### config.mk
export PLATFORM = sky130hd
export DESIGN_NAME = hazard_scoreboard_flat
export DESIGN_NICKNAME = d
export VERILOG_FILES = /design/src/rtl/hazard_pkg.sv /design/src/rtl/hazard_scoreboard_if.sv /design/src/rtl/fwd_mux.sv /design/src/rtl/hazard_scoreboard.sv /design/src/flat_wrapper.sv
export SDC_FILE = /design/constraint.sdc
export NUM_CORES = 1
export LEC_CHECK = 0
export ABC_CLOCK_PERIOD_IN_PS = 2000
export BUFFER_PORTS_ARGS = -buffer_cell sky130_fd_sc_hd__buf_2
export CORE_ASPECT_RATIO = 1.1
export CORE_MARGIN = 2
export CORE_UTILIZATION = 30
export CTS_CLUSTER_SIZE = 24
export DETAILED_ROUTE_END_ITERATION = 7
export GPL_TIMING_DRIVEN = 0
export PLACE_DENSITY_LB_ADDON = 0.15
export SLEW_MARGIN = 40
export SYNTH_ARGS = -nofsm -noshare
export SYNTH_HDL_FRONTEND = slang
export SYNTH_SLANG_ARGS = --single-unit
### constraint.sdc
create_clock -name clk -period 2 [get_ports clk]
set_input_delay 0.2 -clock clk [delete_from_list [all_inputs] [get_ports clk]]
set_output_delay 0.2 -clock clk [all_outputs]
set_load 0.02 [all_outputs]
### src/rtl/hazard_pkg.sv
// Shared definitions for the hazard/forwarding scoreboard: forwarding select
// encoding, per-stage tag flag layout and the bubble tag flags.
package hazard_pkg;

    localparam logic [1:0] FWD_RF  = 2'd0;
    localparam logic [1:0] FWD_WB  = 2'd1;
    localparam logic [1:0] FWD_MEM = 2'd2;
    localparam logic [1:0] FWD_EX  = 2'd3;

    localparam int FWD_SEL_W = 2;
    localparam int PERF_W    = 32;

    // Register-count independent part of a stage tag; the destination index
    // is appended by the user, whose width depends on NREGS.
    typedef struct packed {
        logic valid;
        logic wr;
        logic load;
    } tag_flags_t;

    localparam int TAG_FLAGS_W = $bits(tag_flags_t);

    // An empty pipeline slot never writes the register file.
    localparam tag_flags_t BUBBLE_FLAGS = '{valid: 1'b0, wr: 1'b0, load: 1'b0};

endpackage

### src/rtl/hazard_scoreboard_if.sv
// Pipeline-side signal bundle of the hazard scoreboard. The master side is the
// processor datapath, the slave side is the scoreboard.
interface hazard_scoreboard_if #(
    parameter int DWIDTH = 16,
    parameter int NREGS  = 8
);
    localparam int RIDX_W = $clog2(NREGS);

    logic              id_valid;
    logic [RIDX_W-1:0] id_rs1;
    logic [RIDX_W-1:0] id_rs2;
    logic              id_rs1_used;
    logic              id_rs2_used;
    logic              id_wr;
    logic [RIDX_W-1:0] id_ws;
    logic              id_is_load;
    logic              flush;
    logic              mem_stall;
    logic [DWIDTH-1:0] rf_rd1;
    logic [DWIDTH-1:0] rf_rd2;
    logic [DWIDTH-1:0] ex_data;
    logic [DWIDTH-1:0] mem_alu_data;
    logic [DWIDTH-1:0] mem_load_data;
    logic [DWIDTH-1:0] wb_data;

    logic [DWIDTH-1:0] op1;
    logic [DWIDTH-1:0] op2;
    logic              stall_id;
    logic              issue;
    logic              hold_ex_mem;
    logic [1:0]        fwd_sel1;
    logic [1:0]        fwd_sel2;
    logic              wb_wr;
    logic [RIDX_W-1:0] wb_ws;
    logic [31:0]       perf_lu_stall;
    logic [31:0]       perf_mem_stall;
    logic [31:0]       perf_fwd;

    modport master (
        output id_valid, id_rs1, id_rs2, id_rs1_used, id_rs2_used, id_wr, id_ws,
               id_is_load, flush, mem_stall, rf_rd1, rf_rd2, ex_data,
               mem_alu_data, mem_load_data, wb_data,
        input  op1, op2, stall_id, issue, hold_ex_mem, fwd_sel1, fwd_sel2,
               wb_wr, wb_ws, perf_lu_stall, perf_mem_stall, perf_fwd
    );

    modport slave (
        input  id_valid, id_rs1, id_rs2, id_rs1_used, id_rs2_used, id_wr, id_ws,
               id_is_load, flush, mem_stall, rf_rd1, rf_rd2, ex_data,
               mem_alu_data, mem_load_data, wb_data,
        output op1, op2, stall_id, issue, hold_ex_mem, fwd_sel1, fwd_sel2,
               wb_wr, wb_ws, perf_lu_stall, perf_mem_stall, perf_fwd
    );

endinterface

### src/rtl/fwd_mux.sv
// Operand forwarding for one ID source: priority match against the EX, MEM and
// WB destination tags, then select the matching data source.
module fwd_mux
    import hazard_pkg::*;
#(
    parameter int DWIDTH = 16,
    parameter int RIDX_W = 3
) (
    input  logic [RIDX_W-1:0] rs,
    input  logic              used,
    input  logic              ex_live,
    input  logic [RIDX_W-1:0] ex_ws,
    input  logic              mem_live,
    input  logic              mem_load,
    input  logic [RIDX_W-1:0] mem_ws,
    input  logic              wb_live,
    input  logic [RIDX_W-1:0] wb_ws,
    input  logic [DWIDTH-1:0] rf_data,
    input  logic [DWIDTH-1:0] ex_data,
    input  logic [DWIDTH-1:0] mem_alu_data,
    input  logic [DWIDTH-1:0] mem_load_data,
    input  logic [DWIDTH-1:0] wb_data,
    output logic [1:0]        sel,
    output logic [DWIDTH-1:0] op
);

    // Youngest matching producer wins; an unread source always reads the RF.
    always_comb begin
        sel = FWD_RF;
        if (used) begin
            if (ex_live && (ex_ws == rs)) begin
                sel = FWD_EX;
            end else if (mem_live && (mem_ws == rs)) begin
                sel = FWD_MEM;
            end else if (wb_live && (wb_ws == rs)) begin
                sel = FWD_WB;
            end
        end
    end

    // Data select; an EX hit on a load returns ex_data, which is never
    // consumed because the load-use interlock holds the instruction.
    always_comb begin
        op = rf_data;
        case (sel)
            FWD_EX:  op = ex_data;
            FWD_MEM: op = mem_load ? mem_load_data : mem_alu_data;
            FWD_WB:  op = wb_data;
            default: op = rf_data;
        endcase
    end

endmodule

### src/rtl/hazard_scoreboard.sv
// Hazard, forwarding and interlock unit for the 5-stage pipeline. Tracks the
// destination tag of the EX/MEM/WB stages, raises load-use and memory-busy
// stalls, inserts bubbles on flush and forwards the ID operands.
// Optional build macro HAZARD_PERF_EN adds saturating performance counters;
// without it the counter outputs are tied to zero.
module hazard_scoreboard
    import hazard_pkg::*;
#(
    parameter int DWIDTH = 16,
    parameter int NREGS  = 8
) (
    input logic                clk,
    input logic                rst,
    hazard_scoreboard_if.slave bus
);

    localparam int RIDX_W = $clog2(NREGS);

    typedef struct packed {
        tag_flags_t        f;
        logic [RIDX_W-1:0] ws;
    } tag_t;

    localparam tag_t BUBBLE_TAG = '{f: BUBBLE_FLAGS, ws: '0};

    tag_t ex_tag;
    tag_t mem_tag;
    tag_t wb_tag;
    tag_t id_tag;

    logic       load_use;
    logic       stall_id;
    logic       issue;
    logic       ex_live;
    logic       mem_live;
    logic       wb_live;
    logic [1:0] sel1;
    logic [1:0] sel2;
    logic       unused_wb_load;

    assign ex_live  = ex_tag.f.valid & ex_tag.f.wr;
    assign mem_live = mem_tag.f.valid & mem_tag.f.wr;
    assign wb_live  = wb_tag.f.valid & wb_tag.f.wr;
    assign unused_wb_load = wb_tag.f.load;

    // Interlock and issue decisions for the instruction sitting in ID.
    always_comb begin
        load_use = ex_live & ex_tag.f.load &
                   ((bus.id_rs1_used & (bus.id_rs1 == ex_tag.ws)) |
                    (bus.id_rs2_used & (bus.id_rs2 == ex_tag.ws)));
        stall_id = load_use | bus.mem_stall;
        issue    = bus.id_valid & ~stall_id & ~bus.flush;
        id_tag   = '{f: '{valid: bus.id_valid, wr: bus.id_wr, load: bus.id_is_load},
                     ws: bus.id_ws};
    end

    // Tag pipeline: a busy memory freezes EX/MEM and drains WB with a bubble
    // so the frozen writeback is not repeated; flush is moot while frozen.
    always_ff @(posedge clk or posedge rst) begin
        if (rst) begin
            ex_tag  <= BUBBLE_TAG;
            mem_tag <= BUBBLE_TAG;
            wb_tag  <= BUBBLE_TAG;
        end else if (bus.mem_stall) begin
            wb_tag <= BUBBLE_TAG;
        end else begin
            wb_tag  <= mem_tag;
            mem_tag <= ex_tag;
            ex_tag  <= issue ? id_tag : BUBBLE_TAG;
        end
    end

    fwd_mux #(.DWIDTH(DWIDTH), .RIDX_W(RIDX_W)) u_fwd1 (
        .rs(bus.id_rs1), .used(bus.id_rs1_used),
        .ex_live(ex_live), .ex_ws(ex_tag.ws),
        .mem_live(mem_live), .mem_load(mem_tag.f.load), .mem_ws(mem_tag.ws),
        .wb_live(wb_live), .wb_ws(wb_tag.ws),
        .rf_data(bus.rf_rd1), .ex_data(bus.ex_data),
        .mem_alu_data(bus.mem_alu_data), .mem_load_data(bus.mem_load_data),
        .wb_data(bus.wb_data), .sel(sel1), .op(bus.op1)
    );

    fwd_mux #(.DWIDTH(DWIDTH), .RIDX_W(RIDX_W)) u_fwd2 (
        .rs(bus.id_rs2), .used(bus.id_rs2_used),
        .ex_live(ex_live), .ex_ws(ex_tag.ws),
        .mem_live(mem_live), .mem_load(mem_tag.f.load), .mem_ws(mem_tag.ws),
        .wb_live(wb_live), .wb_ws(wb_tag.ws),
        .rf_data(bus.rf_rd2), .ex_data(bus.ex_data),
        .mem_alu_data(bus.mem_alu_data), .mem_load_data(bus.mem_load_data),
        .wb_data(bus.wb_data), .sel(sel2), .op(bus.op2)
    );

    assign bus.stall_id    = stall_id;
    assign bus.issue       = issue;
    assign bus.hold_ex_mem = bus.mem_stall;
    assign bus.fwd_sel1    = sel1;
    assign bus.fwd_sel2    = sel2;
    assign bus.wb_wr       = wb_live;
    assign bus.wb_ws       = wb_tag.ws;

`ifdef HAZARD_PERF_EN
    logic [PERF_W-1:0] perf_lu_q;
    logic [PERF_W-1:0] perf_mem_q;
    logic [PERF_W-1:0] perf_fwd_q;

    // Event counters that stick at all-ones instead of wrapping.
    always_ff @(posedge clk or posedge rst) begin
        if (rst) begin
            perf_lu_q  <= '0;
            perf_mem_q <= '0;
            perf_fwd_q <= '0;
        end else begin
            if (load_use && !bus.mem_stall && (perf_lu_q != '1)) begin
                perf_lu_q <= perf_lu_q + 1'b1;
            end
            if (bus.mem_stall && (perf_mem_q != '1)) begin
                perf_mem_q <= perf_mem_q + 1'b1;
            end
            if (issue && ((sel1 != FWD_RF) || (sel2 != FWD_RF)) && (perf_fwd_q != '1)) begin
                perf_fwd_q <= perf_fwd_q + 1'b1;
            end
        end
    end

    assign bus.perf_lu_stall  = perf_lu_q;
    assign bus.perf_mem_stall = perf_mem_q;
    assign bus.perf_fwd       = perf_fwd_q;
`else
    assign bus.perf_lu_stall  = '0;
    assign bus.perf_mem_stall = '0;
    assign bus.perf_fwd       = '0;
`endif

endmodule

### src/flat_wrapper.sv
// flat-port wrapper written by rule: the top's interface ports become plain ports
module hazard_scoreboard_flat import hazard_pkg::*;
#(
    parameter int DWIDTH = 16,
    parameter int NREGS  = 8
)
  (clk, rst, bus_id_valid, bus_id_rs1, bus_id_rs2, bus_id_rs1_used, bus_id_rs2_used, bus_id_wr, bus_id_ws, bus_id_is_load, bus_flush, bus_mem_stall, bus_rf_rd1, bus_rf_rd2, bus_ex_data, bus_mem_alu_data, bus_mem_load_data, bus_wb_data, bus_op1, bus_op2, bus_stall_id, bus_issue, bus_hold_ex_mem, bus_fwd_sel1, bus_fwd_sel2, bus_wb_wr, bus_wb_ws, bus_perf_lu_stall, bus_perf_mem_stall, bus_perf_fwd);
  hazard_scoreboard_if #(.DWIDTH(DWIDTH), .NREGS(NREGS)) bus_i ();
  input logic clk;
  input logic rst;
  input wire logic [$bits(bus_i.id_valid)-1:0] bus_id_valid;
  input wire logic [$bits(bus_i.id_rs1)-1:0] bus_id_rs1;
  input wire logic [$bits(bus_i.id_rs2)-1:0] bus_id_rs2;
  input wire logic [$bits(bus_i.id_rs1_used)-1:0] bus_id_rs1_used;
  input wire logic [$bits(bus_i.id_rs2_used)-1:0] bus_id_rs2_used;
  input wire logic [$bits(bus_i.id_wr)-1:0] bus_id_wr;
  input wire logic [$bits(bus_i.id_ws)-1:0] bus_id_ws;
  input wire logic [$bits(bus_i.id_is_load)-1:0] bus_id_is_load;
  input wire logic [$bits(bus_i.flush)-1:0] bus_flush;
  input wire logic [$bits(bus_i.mem_stall)-1:0] bus_mem_stall;
  input wire logic [$bits(bus_i.rf_rd1)-1:0] bus_rf_rd1;
  input wire logic [$bits(bus_i.rf_rd2)-1:0] bus_rf_rd2;
  input wire logic [$bits(bus_i.ex_data)-1:0] bus_ex_data;
  input wire logic [$bits(bus_i.mem_alu_data)-1:0] bus_mem_alu_data;
  input wire logic [$bits(bus_i.mem_load_data)-1:0] bus_mem_load_data;
  input wire logic [$bits(bus_i.wb_data)-1:0] bus_wb_data;
  output wire logic [$bits(bus_i.op1)-1:0] bus_op1;
  output wire logic [$bits(bus_i.op2)-1:0] bus_op2;
  output wire logic [$bits(bus_i.stall_id)-1:0] bus_stall_id;
  output wire logic [$bits(bus_i.issue)-1:0] bus_issue;
  output wire logic [$bits(bus_i.hold_ex_mem)-1:0] bus_hold_ex_mem;
  output wire logic [$bits(bus_i.fwd_sel1)-1:0] bus_fwd_sel1;
  output wire logic [$bits(bus_i.fwd_sel2)-1:0] bus_fwd_sel2;
  output wire logic [$bits(bus_i.wb_wr)-1:0] bus_wb_wr;
  output wire logic [$bits(bus_i.wb_ws)-1:0] bus_wb_ws;
  output wire logic [$bits(bus_i.perf_lu_stall)-1:0] bus_perf_lu_stall;
  output wire logic [$bits(bus_i.perf_mem_stall)-1:0] bus_perf_mem_stall;
  output wire logic [$bits(bus_i.perf_fwd)-1:0] bus_perf_fwd;
  assign bus_i.id_valid = bus_id_valid;
  assign bus_i.id_rs1 = bus_id_rs1;
  assign bus_i.id_rs2 = bus_id_rs2;
  assign bus_i.id_rs1_used = bus_id_rs1_used;
  assign bus_i.id_rs2_used = bus_id_rs2_used;
  assign bus_i.id_wr = bus_id_wr;
  assign bus_i.id_ws = bus_id_ws;
  assign bus_i.id_is_load = bus_id_is_load;
  assign bus_i.flush = bus_flush;
  assign bus_i.mem_stall = bus_mem_stall;
  assign bus_i.rf_rd1 = bus_rf_rd1;
  assign bus_i.rf_rd2 = bus_rf_rd2;
  assign bus_i.ex_data = bus_ex_data;
  assign bus_i.mem_alu_data = bus_mem_alu_data;
  assign bus_i.mem_load_data = bus_mem_load_data;
  assign bus_i.wb_data = bus_wb_data;
  assign bus_op1 = bus_i.op1;
  assign bus_op2 = bus_i.op2;
  assign bus_stall_id = bus_i.stall_id;
  assign bus_issue = bus_i.issue;
  assign bus_hold_ex_mem = bus_i.hold_ex_mem;
  assign bus_fwd_sel1 = bus_i.fwd_sel1;
  assign bus_fwd_sel2 = bus_i.fwd_sel2;
  assign bus_wb_wr = bus_i.wb_wr;
  assign bus_wb_ws = bus_i.wb_ws;
  assign bus_perf_lu_stall = bus_i.perf_lu_stall;
  assign bus_perf_mem_stall = bus_i.perf_mem_stall;
  assign bus_perf_fwd = bus_i.perf_fwd;
  hazard_scoreboard #(.DWIDTH(DWIDTH), .NREGS(NREGS)) u_core (.clk(clk), .rst(rst), .bus(bus_i));
endmodule
==> results.md <==
Outcome:
- The run finished, with violations left.
- The final reports fail on setup timing.

Cells and area:
- The sequential cells in the finished layout cover a total of 430 µm².
- Counting the fill cells in the layout gives 939.
- The net count reported at finish is 748.
- 0 antenna diodes ended up in the layout.
- The post-route netlist has 65.4% of its cells at a drive strength greater than 1.
- The area added between synthesis and finish is 82.2%.
- Summing all multi-input logic gate instances after layout gives 0.00245 mm².

STA:
- The maximum achievable frequency is 0.420 GHz.
- After layout, the minimum clock period comes to 2380 ps.
- The setup slack of the critical path after layout is -383 ps.
- The number of max-slew violations in the final report came to 0.
- The share of the clock period used by the worst path is 119%.
- For the pin with the worst max-slew slack, the measured transition is 632 ps.
- On the final layout, the worst hold slack is 24.5 ps.
- The worst pin sits at a relative slew slack of 57.8%.
- The aggregate negative setup slack is -10550 ps.
- Between clock sinks in the finished design, the worst skew comes to 2.13 ps.
- Setup repair after global routing could not meet its margin everywhere.
- The setup violation total in the final timing report is 32.
- The number of hold violations in the final report is 0.

Setup path:
- The critical path data arrival time is 2180 ps.
- On the worst path, the slowest cell contributes a delay of 630 ps.
- In this run the critical register-to-register path is launched from u_core.ex_tag[1].
- Traced cell by cell, the critical path runs through xor2_1, or4_4, buf_6, o22ai_1, a21oi_1, o2bb2ai_1, buf_4.
- The kind of end point of the critical path is an output pin.
- Of all nets on the critical path, the largest fanout is 6.
- For this design, the slowest cell found on the critical path is sky130_fd_sc_hd__or4_4.
- The setup check on the worst reg-to-reg path leaves a slack of 250 ps.
- The first element of the critical path is u_core.mem_tag[1].
- The category of the critical setup timing path is reg2out.
- The startpoint type of the worst setup path is a flop.
- For the worst setup path, the data required time is 1800 ps.
- The worst register-to-register path ends at u_core.ex_tag[1].
- For the worst flop-to-flop path, the logic depth is 7.

Synth:
- The largest total area in the synthesized netlist belongs to sky130_fd_sc_hd__buf_4.
- After synthesis the netlist holds a flip-flop and latch count of 17.
- The synthesized netlist occupies a cell area of 0.00296 mm².
- The fraction of registers with async set/reset is 100%.
- The number of instances in the synthesized netlist is 348.
- Among all flip-flop cells after synthesis, the most frequent one is sky130_fd_sc_hd__dfrtp_1.
- In this run, synthesis inferred 0 flip-flops with an integrated enable.
- In this run the biggest area consumer among cell types represents 25.9% of the synthesized area.
- Summing the sequential cell areas from Yosys gives 14.4% of the chip area.
- The most frequently used cell type in the post-synthesis netlist is sky130_fd_sc_hd__buf_4.
- The commonest cells after synthesis are sky130_fd_sc_hd__buf_4 (102), sky130_fd_sc_hd__a21oi_1 (33), sky130_fd_sc_hd__nor2_1 (32), sky130_fd_sc_hd__o22ai_1 (22), sky130_fd_sc_hd__o2bb2ai_1 (22).
- The distinct cell type count after synthesis is 37.
- The average size of a mapped cell is 8.51 µm².
- The Yosys step of the flow raised 0 warnings.
- In the post-synthesis netlist, the biggest area contributors are sky130_fd_sc_hd__buf_4 (26%), sky130_fd_sc_hd__dfrtp_1 (14%), sky130_fd_sc_hd__o2bb2ai_1 (6.5%).

Floorplanning:
- The horizontal die dimension is 98.7 µm.
- The initial standard-cell utilization of the core is 30.4%.
- The floorplan step defined a die boundary enclosing 0.0107 mm².
- The placeable core area is 0.00975 mm².
- In this run the core area contains 38 standard-cell rows.
- The chip height is 108 µm.
- During I/O placement, the number of pins put on the boundary was 253.

Routing:
- Once detail routing completed, the nets flagged for antenna violations numbered 0.
- The detail-routed via count per cell is 4.42.
- The average wire length per cell after detail routing is 15.8 µm.
- After detailed routing, the number of remaining DRC violations is 0.
- The detailed-route wire length is 11.9 mm.
- The initial DRC count is 73.
- The via count of the routed design is 3331.
- The first-pass iteration count of the detailed router is 4.

Pwr:
- For this design the ratio of total power to cell area is 294 mW/mm².
- For this design the static power due to leakage is 2.70 nW.
- The worst-case IR drop observed on VDD is 0.000372 V.
- The overall power is 1.59 mW.

Clock tree:
- The root buffer cell chosen for the clock tree is sky130_fd_sc_hd__clkbuf_8.
- After clock tree synthesis, the flow added hold-fix buffers numbering 0.
- The TritonCTS clock tree is yes.
- The clock drives 17 sinks.
- The maximum count of clock buffers along a single path is 2.
- The clock network latency to the later pin of the worst-skew pair is 250 ps.
- Buffers inserted during clock tree synthesis total 3.
- The post-CTS clock slew at the launch and capture registers of the worst setup and hold paths is 60 ps.
- In this run the number of H-tree levels came out at 1.

Place:
- The count of buffers added on input and output ports is 155.
- Detailed placement finished with a half-perimeter wire length of 8.98 mm.
- At the end of routability-driven placement, the weighted congestion stood at 0.806.

Worst hold path:
- The class of the worst hold path is in2async.

GRT:
- The via count of the first global-routing pass is 3208.
- Summed over all layers, the global routing overflow is 0.
- The total global routing track utilization is 20.1%.
- The wire length of the first global-routing pass is 17.0 mm.
- The initial antenna violation count was 1.
- The maximum number of pins on one net before global-route repair is 18.

Flow run:
- Max-cap violations in this run came to 0.
[repair_timing]
action | 4_1_cts | 5_1_grt
gates resized for setup | 132 | 42
gates cloned | 1 | 1
endpoints found under the setup margin | 38 | 38
pin swaps | 41 | 17
setup buffers | 25 | 8
[power by group]
part	switching, mW	leakage, nW	internal (mW)
Clock	0.110	0.0228	0.141
Sequential	0.0291	0.223	0.367
Combinational	0.488	2.45	0.453
[metrics by stage]
stage | util, % | setup WS, ps | cells | instance area [µm²]
2_1_floorplan | - | 7.57 | 443 | 3390
3_3_place_gp | 44.3 | -588 | 718 | 4320
3_5_place_dp | 44.3 | -643 | 718 | 4320
4_1_cts | 52.5 | -367 | 746 | 5120
5_1_grt | 55.4 | -490 | 753 | 5400
6_report | 55.4 | -383 | 753 | 5400
[routing by layer]
layer / up-vias / GRT usage, % / wire, µm
met3: 12 / 2.78 / 758
met5: - / 0 / 13
li1: 1624 / - / -
met4: 2 / 2.25 / 109
met1: 1553 / 22.4 / 4330
met2: 140 / 41.1 / 6700
[cell families after synthesis]
logic type	share of synthesized area, %
compound gates	29.0
buf+inv	31.3
mux	7.69
flops	14.4
other cells	0.127
simple gates	12.2
xor+xnor	5.33
[sequential cells by signal (all words and copies together), names as in the netlist]
signal            cells
u_core.wb_tag         2
u_core.ex_tag         6
u_core.bus.wb_ws      3
u_core.mem_tag        6
[layout make-up]
type                       instances  area share, %
multi-input combinational        304           45.4
sequential                        17           7.98
tap                              120           2.78
timing repair buffer             190           25.3
clock buffer                       4          0.835
inverter                           1         0.0696
buffer                           117           17.7
[worst max path at each step]
stage	endpoint	depth (start not counted)
2_1_floorplan	bus_op1[13]	7
3_3_place_gp	bus_op1[14]	8
3_5_place_dp	bus_op1[9]	8
4_1_cts	bus_op2[10]	8
5_1_grt	bus_op2[8]	9
6_report	bus_op2[15]	7
[placed cells by master (no fill, tap or decap), types with 3 or more instances in the layout]
cell type,n
sky130_fd_sc_hd__buf_4,124
sky130_fd_sc_hd__buf_2,120
sky130_fd_sc_hd__conb_1,96
sky130_fd_sc_hd__buf_6,44
sky130_fd_sc_hd__nor2_1,32
sky130_fd_sc_hd__o2bb2ai_2,26
sky130_fd_sc_hd__o22ai_2,20
sky130_fd_sc_hd__a21oi_1,16
sky130_fd_sc_hd__mux2i_1,15
sky130_fd_sc_hd__a21oi_2,14
sky130_fd_sc_hd__dfrtp_1,13
sky130_fd_sc_hd__xor2_1,11
sky130_fd_sc_hd__o22ai_1,11
sky130_fd_sc_hd__buf_12,8
sky130_fd_sc_hd__mux2_2,6
sky130_fd_sc_hd__nand3_1,5
sky130_fd_sc_hd__a22o_1,5
sky130_fd_sc_hd__nor2b_1,5
sky130_fd_sc_hd__or4_4,4
sky130_fd_sc_hd__nor2_4,4
sky130_fd_sc_hd__clkbuf_8,4
sky130_fd_sc_hd__o2bb2ai_4,4
sky130_fd_sc_hd__dfrtp_2,4
sky130_fd_sc_hd__clkbuf_1,3
sky130_fd_sc_hd__xnor2_4,3
sky130_fd_sc_hd__xnor2_2,3
sky130_fd_sc_hd__a21oi_4,3
sky130_fd_sc_hd__clkbuf_2,3
sky130_fd_sc_hd__buf_8,3
[worst max-delay path: cells and delay by family, from the launching register on]
| family | cells | cell delay, ps |
|---|---|---|
| XOR/XNOR | 1 | 180 |
| AND/OR/NAND/NOR | 1 | 630 |
| flip-flops | 1 | 410 |
| buffers and inverters | 2 | 340 |
| AO/OA/AOI/OAI | 3 | 370 |
Note: power is estimated with default switching activity, not from simulation.
